## src/rtl/vliw_wb_scoreboard.sv

```systemverilog
// Issue/writeback scoreboard for the VLIW core: blocks RAW/WAW hazards at issue and
// replays each lane's destination exactly LANE_LAT[i] cycles after the packet is accepted.
module vliw_wb_scoreboard #(
   parameter int                           NUM_LANES = 4,
   parameter int                           REG_AW    = 5,
   parameter int                           LAT_W     = 5,
   parameter logic [NUM_LANES*LAT_W-1:0]   LANE_LAT  = {5'd26, 5'd13, 5'd4, 5'd4},
   parameter int                           CNT_W     = 3
) (
   input  logic                            clk,
   input  logic                            rst_n,
   input  logic                            flush,
   input  logic                            issue_valid,
   output logic                            issue_ready,
   input  logic [NUM_LANES*REG_AW-1:0]     issue_dst,
   input  logic [NUM_LANES-1:0]            issue_dst_en,
   input  logic [2*NUM_LANES*REG_AW-1:0]   issue_src,
   input  logic [2*NUM_LANES-1:0]          issue_src_en,
   output logic [NUM_LANES-1:0]            wb_valid,
   output logic [NUM_LANES*REG_AW-1:0]     wb_dst,
   output logic [(2**REG_AW)-1:0]          busy,
   output logic [15:0]                     stall_cnt
);

   localparam int NUM_REGS = 2**REG_AW;

   logic [CNT_W-1:0]     count_q [NUM_REGS];
   logic [CNT_W-1:0]     count_d [NUM_REGS];
   logic [CNT_W-1:0]     ret_n   [NUM_REGS];
   logic [NUM_REGS-1:0]  eff_busy;
   logic [NUM_LANES-1:0] lane_en;
   logic                 hazard;
   logic                 accept;
   logic [15:0]          stall_cnt_q;
   logic [15:0]          stall_cnt_d;

   // Retire-adjusted view: a register whose last write retires this cycle is free now.
   always_comb begin
      for (int r = 0; r < NUM_REGS; r++) begin
         ret_n[r] = '0;
         for (int i = 0; i < NUM_LANES; i++) begin
            if (wb_valid[i] && (wb_dst[i*REG_AW +: REG_AW] == REG_AW'(r))) begin
               ret_n[r] = ret_n[r] + CNT_W'(1);
            end
         end
         eff_busy[r] = ((count_q[r] - ret_n[r]) != '0);
      end
   end

   always_comb begin
      hazard = 1'b0;
      for (int i = 0; i < NUM_LANES; i++) begin
         for (int k = 0; k < 2; k++) begin
            if (issue_src_en[2*i+k] && eff_busy[issue_src[(2*i+k)*REG_AW +: REG_AW]]) begin
               hazard = 1'b1;
            end
         end
         if (issue_dst_en[i] && (issue_dst[i*REG_AW +: REG_AW] != '0) &&
             eff_busy[issue_dst[i*REG_AW +: REG_AW]]) begin
            hazard = 1'b1;
         end
      end
   end

   // Handshake: a packet transfers on a rising edge where issue_valid and issue_ready are
   // both high; issue_ready is combinational and never depends on issue_valid.
   assign issue_ready = rst_n & ~flush & ~hazard;
   assign accept      = issue_valid & issue_ready;

   always_comb begin
      for (int i = 0; i < NUM_LANES; i++) begin
         lane_en[i] = accept & issue_dst_en[i] & (issue_dst[i*REG_AW +: REG_AW] != '0);
      end
   end

   always_comb begin
      for (int r = 0; r < NUM_REGS; r++) begin
         count_d[r] = count_q[r] - ret_n[r];
         for (int i = 0; i < NUM_LANES; i++) begin
            if (lane_en[i] && (issue_dst[i*REG_AW +: REG_AW] == REG_AW'(r))) begin
               count_d[r] = count_d[r] + CNT_W'(1);
            end
         end
      end
   end

   always_ff @(posedge clk) begin
      if (!rst_n || flush) begin
         for (int r = 0; r < NUM_REGS; r++) begin
            count_q[r] <= '0;
         end
      end else begin
         for (int r = 0; r < NUM_REGS; r++) begin
            count_q[r] <= count_d[r];
         end
      end
   end

   always_comb begin
      for (int r = 0; r < NUM_REGS; r++) begin
         busy[r] = (count_q[r] != '0);
      end
   end

   always_comb begin
      stall_cnt_d = stall_cnt_q;
      if (issue_valid && !issue_ready && !flush && (stall_cnt_q != 16'hFFFF)) begin
         stall_cnt_d = stall_cnt_q + 16'd1;
      end
   end

   always_ff @(posedge clk) begin
      if (!rst_n) begin
         stall_cnt_q <= '0;
      end else begin
         stall_cnt_q <= stall_cnt_d;
      end
   end

   assign stall_cnt = stall_cnt_q;

   // One delay line per lane, depth equal to that lane's latency; entries are {en, dst}.
   for (genvar i = 0; i < NUM_LANES; i++) begin : g_lane
      localparam int D = int'(LANE_LAT[i*LAT_W +: LAT_W]);

      logic [REG_AW:0] pipe_q [D];
      logic [REG_AW:0] lane_in_d;

      assign lane_in_d = lane_en[i] ? {1'b1, issue_dst[i*REG_AW +: REG_AW]} : '0;

      always_ff @(posedge clk) begin
         if (!rst_n || flush) begin
            for (int s = 0; s < D; s++) begin
               pipe_q[s] <= '0;
            end
         end else begin
            pipe_q[0] <= lane_in_d;
            for (int s = 1; s < D; s++) begin
               pipe_q[s] <= pipe_q[s-1];
            end
         end
      end

      assign wb_valid[i]                 = pipe_q[D-1][REG_AW];
      assign wb_dst[i*REG_AW +: REG_AW]  = pipe_q[D-1][REG_AW-1:0];
   end

endmodule

```

## config.mk

```make
export PLATFORM = sky130hd
export DESIGN_NAME = vliw_wb_scoreboard
export DESIGN_NICKNAME = d
export VERILOG_FILES = /design/src/rtl/vliw_wb_scoreboard.sv
export SDC_FILE = /design/constraint.sdc
export NUM_CORES = 1
export LEC_CHECK = 0
export ABC_AREA = 1
export CORE_ASPECT_RATIO = 1.2
export CORE_MARGIN = 2
export CORE_UTILIZATION = 65
export DETAILED_ROUTE_END_ITERATION = 12
export GPL_TIMING_DRIVEN = 0
export HOLD_SLACK_MARGIN = 0.05
export PLACE_DENSITY = 0.86
export SETUP_SLACK_MARGIN = 0.3
export SLEW_MARGIN = 20
export SYNTH_ARGS = -nofsm -noshare
export SYNTH_HDL_FRONTEND = slang
export SYNTH_SLANG_ARGS = --single-unit
export TNS_END_PERCENT = 5
```

## constraint.sdc

```tcl
create_clock -name clk -period 8.76 [get_ports clk]
set_input_delay 0.876 -clock clk [delete_from_list [all_inputs] [get_ports clk]]
set_output_delay 0.876 -clock clk [all_outputs]
set_load 0.005 [all_outputs]
```

* Word-level counts from Yosys, hierarchy flattened
Memory sizes are Yosys's and may differ from the RTL's.
Cells that the tools add are included.
** Storage, ports and cells
- Flip-flop bits (word level) :: 16
- Memory bits (writable) :: 378
- Output and inout bits :: 73
- Logic and storage cells :: 1349
- Memories kept :: 5
** Memory list
- g_lane[3].pipe_q :: words 26, width 6, rd ports 26, clocked after memory_dff 0, write ports 26, RTL line 126 : logic [REG_AW:0] pipe_q [D];
- count_q :: words 32, width 3, rd ports 32, clocked after memory_dff 0, write ports 32, RTL line 27 : logic [CNT_W-1:0] count_q [NUM_REGS];
- g_lane[2].pipe_q :: words 13, width 6, rd ports 13, clocked after memory_dff 0, write ports 13, RTL line 126
- g_lane[0].pipe_q :: words 4, width 6, rd ports 4, clocked after memory_dff 0, write ports 4, RTL line 126
- g_lane[1].pipe_q :: words 4, width 6, rd ports 4, clocked after memory_dff 0, write ports 4, RTL line 126
** Operators by class
- Add/sub/neg operators :: 257
- $lt $le $gt $ge :: 12
- Eq/ne operators :: 249
- Mux-type cells :: 378
- Bitwise gates (word level) :: 92
- Reductions and logical operators :: 355
** Operators by type and width (count)
- 3-bit 2-to-1 mux :: 256
- 3-bit by 1-bit adder with 3-bit output (second input constant) :: 224
- 5-bit == test (second input constant) :: 128
- 5-bit by 4-bit == test with 1-bit output (second input constant) :: 64
- 6-bit 2-to-1 mux :: 51
- 1-bit logical AND :: 275
- 3-bit nonzero test :: 64
- 5-bit by 3-bit == test with 1-bit output (second input constant) :: 32
- 3-bit subtractor :: 32
- 5-bit by 2-bit == test with 1-bit output (second input constant) :: 16
- 1-bit OR :: 79
- 5-bit by 6-bit less-than comparator with 1-bit output (second input constant) :: 12
- 1-bit binary-select mux with 5-bit select :: 12
- 1-bit 2-to-1 mux :: 59
- 5-bit by 1-bit == test with 1-bit output (second input constant) :: 8
- 5-bit logical NOT :: 8
- 5-bit nonzero test :: 4
- 16-bit by 1-bit adder with 16-bit output (second input constant) :: 1
- 16-bit != test (second input constant) :: 1
- 1-bit bitwise AND :: 11
- 1-bit logical NOT :: 3
- 1-bit inverter :: 2
- 1-bit logical OR :: 1

* Depth between registers and ports, before layout
An unclocked memory read counts as a cell.
- Depth in word-level cells :: 41
- Gate-level depth with buffers :: 58

* Least setup slack after synthesis
Ideal clock, no wire load.
- Path type :: register to register
- Start point :: memory g_lane[0].pipe_q[3][4] (netlist name)
- End point :: memory count_q[26][1], in the netlist count_q[1][31]
- Library setup time :: 0.109 ns
- Arrival time :: 5.850 ns
- Data required time :: 8.651 ns
- Path slack :: 2.801 ns
- Stages on the path, launching flop included :: 44
- Buffers on the path :: 2
- Clock period less this slack :: 5.959 ns
- Path through :: dfxtp_1 nor2_1 inv_1 clkbuf_1 nor2_1 ha_1 xor2_1 ha_1 mux2i_1 fa_1 xor2_1 inv_1 nand3_1 nand3_1 nand2_1 nand2_2 o21ai_0 o21ai_1 (+8 left out) nor2_4 nand2_4 nor2_8 buf_6 nand2_2 o21ai_1 inv_1 ha_1 o21ai_0 inv_1 ha_1 inv_1 o21ai_0 ha_1 o21ai_0 inv_1 nand2_1 inv_1
** RTL lines (RTL line)
- start, declared :: 126
- end, declared :: 27

==> results.json <==
{
  "gp_congestion": 1.13,
  "port_buffers": 134,
  "worst_slew_pin_slew_ns": 1.15,
  "wire_per_inst_microns": 20.5,
  "syn_inst": 5251,
  "min_from": "g_lane[3].pipe_q[0][47]$_SDFF_PP0_",
  "nets": 5795,
  "cp-end-kind": "flip-flop",
  "dieWidth_microns": 205,
  "setup_tns_ns": 0,
  "cp_max_fo": 10,
  "placedInstanceArea_sq_um": 33800,
  "cp.required_ns": 9.28,
  "power_frac_comb_pct": 7.5,
  "die_y_microns": 246,
  "cts.htree.levels": 2,
  "fin_util_pct": 73.9,
  "wl_met3_mm": 16.1,
  "synth_area_sq_um": 31600,
  "pwr-share-clk_pct": 45.8,
  "path_clk_slew_ns": 0.06,
  "root_buffer": "clkbuf_16",
  "synth-async-reset-ratio_pct": 0,
  "switching_power_uw": 969,
  "syn_nets": 5617,
  "grt_pass1_wl_mm": 182,
  "critPathBufInv": 8,
  "dr.pass1.iters": 8,
  "drv_cap": 0,
  "grt_pass1_vias": 32600,
  "powerDensity_nw_per_um2": 108,
  "final-setup-viol-count": 0,
  "area_growth_syn_to_layout_pct": 12.4,
  "viasPerCell": 5.81,
  "min_period_over_period_pct": 95.3,
  "setup_ws_ns": 0.409,
  "dp_hpwl_mm": 92.1,
  "vias": 35400,
  "arrival_ns": 8.87,
  "core_area_sq_um": 48100,
  "ys_seq_area_share_pct": 24.9,
  "drive_gt1_share_pct": 5.84,
  "die_area_sq_um": 50500,
  "crit_family": "simple AND/OR/NAND/NOR gates",
  "cts_tree": "built",
  "min_path_type": "reg2reg",
  "wl_met1_mm": 42.8,
  "outcome": "finished, final reports clean",
  "initial_core_util_pct": 65.8,
  "hold_path_depth": 2,
  "syn_area_per_cell_sq_um": 6.03,
  "ys_types": 49,
  "yosys_warnings": 0,
  "cts_sinks": 394,
  "overflow": 0,
  "numCtsBuffers": 39,
  "critPathLaunchType": "flip-flop",
  "boundaryPins": 149,
  "r2r_start": "g_lane[1].pipe_q[3][5]$_SDFF_PP0_",
  "rows": 88,
  "r2r_slack_ns": 0.41,
  "grt_max_degree": 16,
  "met2WireLength_mm": 54.0,
  "stdcell_count": 6089,
  "drt_iter0_markers": 4678,
  "cp_slowest_cell": "fa_1",
  "hold_viol": 0,
  "p_int_uw": 2880,
  "mostFrequentLayoutCell": "nand2_1",
  "antenna_found_initial": 4,
  "highest_layer": "met5",
  "min_period_ns": 8.35,
  "switching_share_pct": 25.2,
  "wirelength_mm": 125,
  "synth-seq-cells": 394,
  "crit_top_cell": "nand2_1",
  "slew_violations": 0,
  "placedCellCount": 6015,
  "synth-edff-count": 0,
  "max-vdd-ir-drop_v": 0.000208,
  "ant_nets": 0,
  "ff2ff_path_depth": 47,
  "post-place-ws_ns": 0.0768,
  "slew-limit-headroom_pct": 23.6,
  "drc": 0,
  "yosys_most_used_dff": "dfxtp_1",
  "rsz0062_at_grt": "no",
  "ctsHoldBuffers": 0,
  "critical_path_class": "reg2reg",
  "r2r-end": "count_q[1][8]$_SDFF_PP0_",
  "min_to": "g_lane[3].pipe_q[0][53]$_SDFF_PP0_",
  "crit_cells": 47,
  "worstSkewPairLatency_ns": 0.61,
  "grt_use_total_pct": 48.0,
  "finClkSkew_ns": 0.0428,
  "pwr-share-seq_pct": 46.6,
  "cts_buffer_depth": 3,
  "fmax_mhz": 120,
  "leakage_uw": 0.0179,
  "fin_area_sq_um": 35600,
  "final_cell_mix": "nand2_1, inv_1, nor2_1, nand3_1, dfxtp_1",
  "slowest_delay_ns": 0.48
}
cell families after synthesis:
| logic type | after synthesis | share of synthesized area [%] |
|---|---|---|
| compound gates | 241 | 4.09 |
| fa+ha+maj | 290 | 12.2 |
| simple gates | 2970 | 40.0 |
| buf+inv | 1216 | 14.8 |
| flops | 394 | 24.9 |
| xor+xnor | 103 | 2.85 |
| mux | 37 | 1.17 |
layer usage:
layer / up-vias / GRT usage, %
met1: 15900 / 54.7
met3: 725 / 12.5
li1: 16300 / -
met2: 2496 / 76.2
met4: 2 / 37.9
met5: - / 0
power by group through the flow:
stage                     sequential [uW]  combinational, uW  clock (uW)
after floorplan                      1830                160           0
after global placement               1830                271           0
after detailed placement             1830                273           0
after CTS                            1790                276        1750
after global routing                 1790                306        1820
final                                1790                290        1760
sequential cells by signal, summed over array words and instances (netlist names):
name and count:
count_q 96, g_lane.pipe_q 282, stall_cnt 16
cell type report:
| type | instances | area (sq um) |
|---|---|---|
| Timing Repair Buffer | 137 | 1360 |
| Antenna cell | 1 | 2.50 |
| Multi-Input combinational cell | 3641 | 19500 |
| Buffer | 109 | 528 |
| Inverter | 1107 | 4160 |
| Clock inverter | 16 | 203 |
| Clock buffer | 54 | 1120 |
| Sequential cell | 394 | 7890 |
| Fill cell | 3792 | 12600 |
| Tap cell | 630 | 788 |
how the worst max path moves through the flow:
stage                                      start                        end  slack (ns)
4_1_cts        g_lane[1].pipe_q[3][5]$_SDFF_PP0_   count_q[1][8]$_SDFF_PP0_        0.35
3_3_place_gp   g_lane[1].pipe_q[3][5]$_SDFF_PP0_  count_q[0][44]$_SDFF_PP0_        0.09
3_5_place_dp   g_lane[1].pipe_q[3][5]$_SDFF_PP0_  count_q[0][44]$_SDFF_PP0_        0.08
6_report       g_lane[1].pipe_q[3][5]$_SDFF_PP0_   count_q[1][8]$_SDFF_PP0_        0.41
5_1_grt        g_lane[1].pipe_q[3][1]$_SDFF_PP0_  count_q[1][26]$_SDFF_PP0_        0.17
2_1_floorplan  g_lane[0].pipe_q[3][4]$_SDFF_PP0_  count_q[1][31]$_SDFF_PP0_        2.80
through the flow:
stage,hold slack [ns],power [uW]
floorplan,0.394,1990
global placement,0.393,2100
detailed placement,0.397,2110
CTS,0.404,3820
global route,0.421,3920
finish,0.391,3850
tightest hold or removal path, delay by kind of cell, from the launching register on:
| kind | cells | cell delay, ns |
|---|---|---|
| and+or+nand+nor | 1 | 0.03 |
| buffers and inverters | 1 | 0.04 |
| DFF | 1 | 0.30 |
synthesized netlist by cell type, types with 2 or more instances:
master,count,area share [%]
xor2_1,63,1.7
o21ai_0,118,1.9
nand3b_1,23,0.55
buf_6,3,0.11
nor2_1,822,9.7
nor2_2,40,0.79
nand3_1,576,9.1
nand2b_1,4,0.079
o21ai_1,45,0.71
or2_2,2,0.040
nand3_2,16,0.51
nor2_4,8,0.28
inv_2,33,0.39
nand4_1,69,1.4
nor4_1,4,0.079
ha_1,258,10
o21a_1,5,0.12
nand2_1,1319,16
nand2_2,39,0.77
and2_1,18,0.36
buf_4,20,0.47
buf_2,13,0.21
o21bai_1,9,0.21
xnor2_1,40,1.1
inv_1,1072,13
a21oi_1,44,0.70
clkinv_1,2,0.024
or3_1,4,0.079
clkbuf_1,69,0.82
fa_1,32,2.0
nor3_1,18,0.28
dfxtp_1,394,25
o211ai_1,13,0.31
buf_1,4,0.047
mux2i_1,37,1.2
and3_1,2,0.040
what timing repair did:
action / CTS / global route
setup buffers: 0 / 3
pin swaps: 0 / 5
setup endpoints to repair: 32 / 60
gates resized for setup: 6 / 87
endpoints found under the hold margin: 0 / 0
(Power assumes the default switching activity.)
